===== src/rtl/nn_infer_ctrl.sv =====
// Run sequencer between nn_memory and the net core: feeds NUM_IMG images, collects one
// classified digit per image, and flags length, timeout and protocol errors.
module nn_infer_ctrl #(
   parameter  int outWidth  = 4,
   parameter  int IMG_WORDS = 784,
   parameter  int NUM_IMG   = 1,
   parameter  int TIMEOUT   = 4096,
   localparam int IW        = (NUM_IMG > 1) ? $clog2(NUM_IMG) : 1
) (
   input  logic                clk,
   input  logic                rst_n,
   input  logic                start,
   input  logic                abort,
   output logic                ren,
   input  logic                mem_valid,
   input  logic                data_last,
   input  logic                net_out_valid,
   input  logic [outWidth-1:0] net_out_data,
   output logic                busy,
   output logic                result_valid,
   output logic [outWidth-1:0] result_digit,
   output logic [IW-1:0]       result_idx,
   output logic                done,
   output logic                err,
   output logic [1:0]          err_code,
   output logic [2:0]          dbg_state_o
);

   localparam int WW = $clog2(IMG_WORDS + 2);
   localparam int TW = (TIMEOUT > 1) ? $clog2(TIMEOUT) : 1;

   localparam logic [1:0] ERR_NONE  = 2'd0;
   localparam logic [1:0] ERR_LEN   = 2'd1;
   localparam logic [1:0] ERR_TMO   = 2'd2;
   localparam logic [1:0] ERR_PROTO = 2'd3;

   typedef enum logic [2:0] {
      S_IDLE = 3'd0,
      S_FEED = 3'd1,
      S_WAIT = 3'd2,
      S_DONE = 3'd3,
      S_ERR  = 3'd4
   } state_t;

   state_t                state_q, state_d;
   logic [WW-1:0]         word_cnt_q, word_cnt_d;
   logic [IW-1:0]         img_cnt_q, img_cnt_d;
   logic [TW-1:0]         tmo_cnt_q, tmo_cnt_d;
   logic                  ren_q, ren_d;
   logic                  busy_q, busy_d;
   logic                  result_valid_q, result_valid_d;
   logic [outWidth-1:0]   result_digit_q, result_digit_d;
   logic [IW-1:0]         result_idx_q, result_idx_d;
   logic                  done_q, done_d;
   logic                  err_q, err_d;
   logic [1:0]            err_code_q, err_code_d;

   always_comb begin
      state_d        = state_q;
      word_cnt_d     = word_cnt_q;
      img_cnt_d      = img_cnt_q;
      tmo_cnt_d      = tmo_cnt_q;
      result_valid_d = 1'b0;
      result_digit_d = result_digit_q;
      result_idx_d   = result_idx_q;
      done_d         = 1'b0;
      err_d          = err_q;
      err_code_d     = err_code_q;

      // Abort leaves error/result registers untouched and drops any same-cycle start.
      if (abort) begin
         state_d = S_IDLE;
      end else begin
         case (state_q)
            S_IDLE: begin
               if (start) begin
                  state_d    = S_FEED;
                  img_cnt_d  = '0;
                  word_cnt_d = '0;
                  err_d      = 1'b0;
                  err_code_d = ERR_NONE;
               end
            end
            S_FEED: begin
               if (net_out_valid) begin
                  state_d    = S_ERR;
                  err_d      = 1'b1;
                  err_code_d = ERR_PROTO;
               end else if (mem_valid) begin
                  if (word_cnt_q != WW'(IMG_WORDS + 1)) begin
                     word_cnt_d = word_cnt_q + WW'(1);
                  end
                  if (data_last) begin
                     state_d   = S_WAIT;
                     tmo_cnt_d = '0;
                     // Short/long image is reported but the run still collects its result.
                     if ((32'(word_cnt_q) + 32'd1) != 32'(IMG_WORDS)) begin
                        err_d      = 1'b1;
                        err_code_d = ERR_LEN;
                     end
                  end
               end
            end
            S_WAIT: begin
               tmo_cnt_d = tmo_cnt_q + TW'(1);
               if (net_out_valid) begin
                  result_valid_d = 1'b1;
                  result_digit_d = net_out_data;
                  result_idx_d   = img_cnt_q;
                  if (img_cnt_q == IW'(NUM_IMG - 1)) begin
                     state_d = S_DONE;
                  end else begin
                     state_d    = S_FEED;
                     img_cnt_d  = img_cnt_q + IW'(1);
                     word_cnt_d = '0;
                  end
               end else if (tmo_cnt_q == TW'(TIMEOUT - 1)) begin
                  state_d    = S_ERR;
                  err_d      = 1'b1;
                  err_code_d = ERR_TMO;
               end
            end
            S_DONE: begin
               // Only a length error can reach DONE with err set; it suppresses done.
               done_d  = ~err_q;
               state_d = S_IDLE;
            end
            S_ERR: begin
               state_d = S_IDLE;
            end
            default: begin
               state_d = S_IDLE;
            end
         endcase
      end

      ren_d  = (state_d == S_FEED);
      busy_d = (state_d == S_FEED) || (state_d == S_WAIT);
   end

   always_ff @(posedge clk or negedge rst_n) begin
      if (!rst_n) begin
         state_q        <= S_IDLE;
         word_cnt_q     <= '0;
         img_cnt_q      <= '0;
         tmo_cnt_q      <= '0;
         ren_q          <= 1'b0;
         busy_q         <= 1'b0;
         result_valid_q <= 1'b0;
         result_digit_q <= '0;
         result_idx_q   <= '0;
         done_q         <= 1'b0;
         err_q          <= 1'b0;
         err_code_q     <= ERR_NONE;
      end else begin
         state_q        <= state_d;
         word_cnt_q     <= word_cnt_d;
         img_cnt_q      <= img_cnt_d;
         tmo_cnt_q      <= tmo_cnt_d;
         ren_q          <= ren_d;
         busy_q         <= busy_d;
         result_valid_q <= result_valid_d;
         result_digit_q <= result_digit_d;
         result_idx_q   <= result_idx_d;
         done_q         <= done_d;
         err_q          <= err_d;
         err_code_q     <= err_code_d;
      end
   end

   assign ren          = ren_q;
   assign busy         = busy_q;
   assign result_valid = result_valid_q;
   assign result_digit = result_digit_q;
   assign result_idx   = result_idx_q;
   assign done         = done_q;
   assign err          = err_q;
   assign err_code     = err_code_q;
   assign dbg_state_o  = state_q;

endmodule


===== config.mk =====
export PLATFORM = sky130hd
export DESIGN_NAME = nn_infer_ctrl
export DESIGN_NICKNAME = d
export VERILOG_FILES = /design/src/rtl/nn_infer_ctrl.sv
export SDC_FILE = /design/constraint.sdc
export NUM_CORES = 1
export LEC_CHECK = 0
export CAP_MARGIN = 20
export CORE_ASPECT_RATIO = 0.75
export CORE_MARGIN = 2
export CORE_UTILIZATION = 28
export DETAILED_ROUTE_END_ITERATION = 10
export PLACE_DENSITY = 0.45
export RECOVER_POWER = 100
export SYNTH_ARGS = -nofsm -noshare
export SYNTH_HDL_FRONTEND = slang
export SYNTH_SLANG_ARGS = --single-unit

===== constraint.sdc =====
create_clock -name clk -period 2.9 [get_ports clk]
set_clock_uncertainty 0.05 [all_clocks]
set_input_delay 0.58 -clock clk [delete_from_list [all_inputs] [get_ports clk]]
set_output_delay 0.58 -clock clk [all_outputs]
set_load 0.05 [all_outputs]

# Word level (Yosys, flattened, before mapping)
# Index checks and enable logic that the tools add are counted.
word_totals:
  ff_bits: 38
  in_bits: 11
classes:
  add_sub_neg: 4
  n_eq_ne: 20
  muxes: 44
  bitwise: 2
  reduce_logical: 10
ops:
  columns: ["cell", "n"]
  rows:
  - ["2-to-1 mux 10 bit", 6]
  - ["2-to-1 mux 12 bit", 3]
  - ["case mux 10 bit (3 select lines)", 1]
  - ["case mux 12 bit (2 select lines)", 1]
  - ["2-to-1 mux 3 bit", 7]
  - ["inequality test 2 bit (second input constant)", 9]
  - ["2-to-1 mux 2 bit", 8]
  - ["AND reduction 8 bit", 2]
  - ["2-to-1 mux 1 bit", 14]
  - ["adder 12 x 1 -> 12 bit (second input constant)", 1]
  - ["equality test 12 bit (second input constant)", 1]
  - ["adder 10 x 1 -> 11 bit (second input constant)", 1]
  - ["inequality test 11 x 10 -> 1 bit (second input constant)", 1]
  - ["adder 10 x 1 -> 10 bit (second input constant)", 1]
  - ["inequality test 10 bit (second input constant)", 1]
  - ["equality test 3 x 2 -> 1 bit (second input constant)", 3]
  - ["inequality test 3 bit (second input constant)", 3]
  - ["case mux 3 bit (3 select lines)", 1]
  - ["equality test 3 x 1 -> 1 bit (second input constant)", 2]
  - ["case mux 2 bit (3 select lines)", 1]
  - ["AND reduction 5 bit", 1]
  - ["AND reduction 4 bit", 1]
  - ["nonzero test 2 bit", 2]
  - ["logical NOT 3 bit", 1]
  - ["other kinds (7)", 8]

# Longest topological paths before layout
depth:
  ltp_word: 7
  mapped_depth: 8

# Least setup slack after synthesis
# Ideal clock, no wire load.
synth_path:
  path_type: "reg-to-reg"
  from: "register state_q[2] (netlist: dbg_state_o[2])"
  to: "register err_code_q[1] (netlist: err_code[1])"
  setup_ps: 121
  t_arrival_ps: 1931
  required_ps: 2729
  setup_slack_ps: 798
  path_stages_with_launch: 8
  n_path_buf: 2
  period_less_slack_ps: 2102
  cell_sequence: "dfrtp_1 buf_2 or3b_1 buf_4 nor2_1 a32o_2 or3_1 o22a_1"
synth_via:
  elab_chain_cells: 3
synth_lines:
  columns: ["item", "line_no", "text"]
  rows:
  - ["start: declaration", "45", "state_t state_q, state_d;"]
  - ["start signal: assignment", "156", "state_q <= state_d;"]
  - ["equality test 3 x 1 -> 1 bit, or another cell as far along", "74", "case (state_q)"]
  - ["inequality test 3 bit (no line), or another cell as far along", null, null]
  - ["AND reduction 8 bit (no line)", null, null]
  - ["end signal: assignment", "167", "err_code_q <= err_code_d;"]
  - ["end: declaration", "56", "logic [1:0] err_code_q, err_code_d;"]
# Parallel ways exist; a longest one is shown, timed or not.
# A chain may end at the register's enable or synchronous reset.

# Worst setup path in the final report
layout_path:
  from: "input port net_out_valid"
  to: "register err_code_q[1] (netlist: err_code[1])"
layout_via:
  elab_chain_cells: 2
layout_lines:
  columns: ["item", "line_no", "text"]
  rows:
  - ["start: declaration", "17", "input logic net_out_valid,"]
  - ["inequality test 3 bit (no line), or another cell as far along", null, null]
  - ["AND reduction 8 bit (no line) or case mux 2 bit (3 select lines) (tied branches)", null, null]
# Parallel ways exist; a longest one is shown, timed or not.

==> impl_metrics.env <==
export IMPL_core_area_mm2=0.00730
export IMPL_synthCells=222
export IMPL_htree_levels=2
export IMPL_rows=27
export IMPL_drt_initial_drc_count=81
export IMPL_fin_tns_setup_ns=0
export IMPL_min_path_type="reg -> reg"
export IMPL_synth_area_top_cells="dfrtp_1, nor2_1, o21ai_0"
export IMPL_finalHoldViolCount=0
export IMPL_insertion_delay_ns=0.29
export IMPL_yosysTopAreaCellShare_pct=42.8
export IMPL_cts_root_buf="clkbuf_8"
export IMPL_grt_ovfl_total=0
export IMPL_finalCritPeriodShare_pct=87.8
export IMPL_wl_um=5150
export IMPL_fillers=788
export IMPL_syn_num_nets=237
export IMPL_drc=0
export IMPL_cts_resized=0
export IMPL_die_w_um=104
export IMPL_grt_pass1_vias=1664
export IMPL_worst_setup_path_end_kind="flop"
export IMPL_slew_viol_final=37
export IMPL_fmax_ghz=0.393
export IMPL_syn_to_final_growth_pct=17.7
export IMPL_cts_setup_buffers=0
export IMPL_final_setup_viol_count=0
export IMPL_violations="max-capacitance violations, max-slew violations"
export IMPL_cts_buffer_depth=2
export IMPL_drt_vias_per_instance=4.93
export IMPL_antenna_found_initial=0
export IMPL_num_vias=1709
export IMPL_p_per_area_mw_per_mm2=461
export IMPL_die_h_um=79.1
export IMPL_crit_required_ns=3.09
export IMPL_grt_usage_pct=13.4
export IMPL_cts_tree="yes"
export IMPL_cts_made_buffers=5
export IMPL_drive_gt1_share_pct=8.94
export IMPL_synth_seq_area_share_pct=42.8
export IMPL_gp_congestion=0.740
export IMPL_crit_type="in -> reg"
export IMPL_ir_worst_vdd_mv=0.217
export IMPL_synth_area_leader_cell="dfrtp_1"
export IMPL_worst_pin_slew_ns=2.04
export IMPL_netlist_top_cells_count="dfrtp_1, nor2_1, nand2_1, o21ai_0, o21ai_1"
export IMPL_diodes=0
export IMPL_dr_pass1_iters=4
export IMPL_rsz0062_at_grt="false"
export IMPL_portBuffers=24
export IMPL_syn_area_per_cell_um2=9.48
export IMPL_relSlewSlack_pct=-36.0
export IMPL_ys_warn_count=0
export IMPL_start_util_pct=28.8
export IMPL_final_cells=347
export IMPL_synthFlopType="dfrtp_1"
export IMPL_period_needed_ns=2.54
export IMPL_grt_pass1_wl_um=8690
export IMPL_synth_most_common_cell="dfrtp_1"
export IMPL_synth_cell_types=50
export IMPL_dpl_hpwl_um=3660
export IMPL_place_inst=339
export IMPL_io_pins=26
export IMPL_grt_max_degree=37
export IMPL_antenna_left=0
export IMPL_cp_max_fo=6
export IMPL_outcome="finished with violations"
export IMPL_clock_sinks=36
export IMPL_avgRoutedWirePerCell_um=14.8
export IMPL_dieArea_mm2=0.00823
export IMPL_ys_ff_latch=36
export IMPL_async_reset_ff_share_pct=100
export IMPL_drv_cap=1
export IMPL_synth_edf_count=0
export IMPL_critical_path_arrival_ns=2.73
export IMPL_cts_hold_buf=0
export IMPL_cellLeakagePower_nw=1.05
export IMPL_clk_pin_slew_ns=0.08
export IMPL_syn_cell_area_mm2=0.00210
export IMPL_start_kind="primary input"
export IMPL_nets=260
[worst paths after layout]
path | startpoint | cells after the start | slack, ns | end
max in group asynchronous | rst_n | 1 | 0.81 | dbg_state_o[0]
max | net_out_valid | 6 | 0.36 | err_code[1]
min in group asynchronous | rst_n | 1 | 0.82 | word_cnt_q[6]
min reg2reg | tmo_cnt_q[10] | 1 | 0.45 | tmo_cnt_q[10]
min | tmo_cnt_q[10] | 1 | 0.45 | tmo_cnt_q[10]
max reg2reg | word_cnt_q[3] | 5 | 0.56 | word_cnt_q[7]
[logic make-up after synthesis]
group | after synthesis | share of synthesized area, %
AO/OA/AOI/OAI | 59 | 19.9
XOR/XNOR | 5 | 2.08
adder cells (fa/ha/maj) | 4 | 2.38
buffers and inverters | 14 | 3.98
flip-flops | 36 | 42.8
multiplexers | 4 | 2.14
other | 1 | 0.178
AND/OR/NAND/NOR | 99 | 26.5
[worst max-delay path: stages]
cell and delay, ns:
dlygate4sd3_1 0.63, nor2b_1 0.30, nand2_1 0.22, nand4bb_1 0.23, a2111oi_1 0.53, o22a_1 0.24
[stage by stage]
stage / power (W) / hold WS, ns / instance area [µm²] / util, % / setup WS, ns
after floorplan: 0.000711 / 0.234 / 2100 / - / 0.798
after global placement: 0.000806 / 0.437 / 2410 / 33.1 / 0.355
after detailed placement: 0.000804 / 0.443 / 2410 / 33.1 / 0.362
after CTS: 0.00117 / 0.382 / 2500 / 34.3 / 0.486
after global routing: 0.00121 / 0.478 / 2480 / 33.9 / 0.204
final: 0.00114 / 0.450 / 2480 / 33.9 / 0.355
[registers in the layout (all words and copies together) (netlist names)]
name	cells
word_cnt_q	10
result_digit	4
done	1
busy	1
dbg_state_o	3
err	1
tmo_cnt_q	12
result_valid	1
ren	1
err_code	2
[cell usage in the layout (no fill, tap or decap), types with 5 or more instances in the layout]
cell             count
nand4_1              7
clkdlybuf4s50_1      7
o31ai_1              8
o21ai_0             25
nand2b_1             6
dfrtp_1             36
nor2b_1              5
nor3_1               6
nand2_1             17
dlygate4sd3_1       16
clkbuf_8             5
nor2_1              26
nand3_1              8
[power breakdown]
group	switching, W	total (W)	leakage, nW	internal (W)
clock network	0.000194	0.000361	0.0479	0.000168
registers	0.0000245	0.000554	0.493	0.000529
logic	0.000153	0.000227	0.508	0.0000736
total	0.000371	0.00114	1.05	0.000771
[final cells by class]
class | count | area [µm²] | share of cell area (%)
clock buffers | 5 | 68.8 | 2.78
clock inverters | 3 | 18.8 | 0.758
inverters | 4 | 15.0 | 0.606
multi-input cells | 172 | 1100 | 44.3
flip-flops and latches | 36 | 901 | 36.4
well taps | 101 | 126 | 5.10
repair buffers | 26 | 249 | 10.1
[per-layer routing]
metal	share of wire, %	global-route usage (%)
met5	0	0
met4	1.3	4.86
met3	5.0	2.96
met2	37	18.3
met1	57	20.4
(Power assumes the default switching activity.)
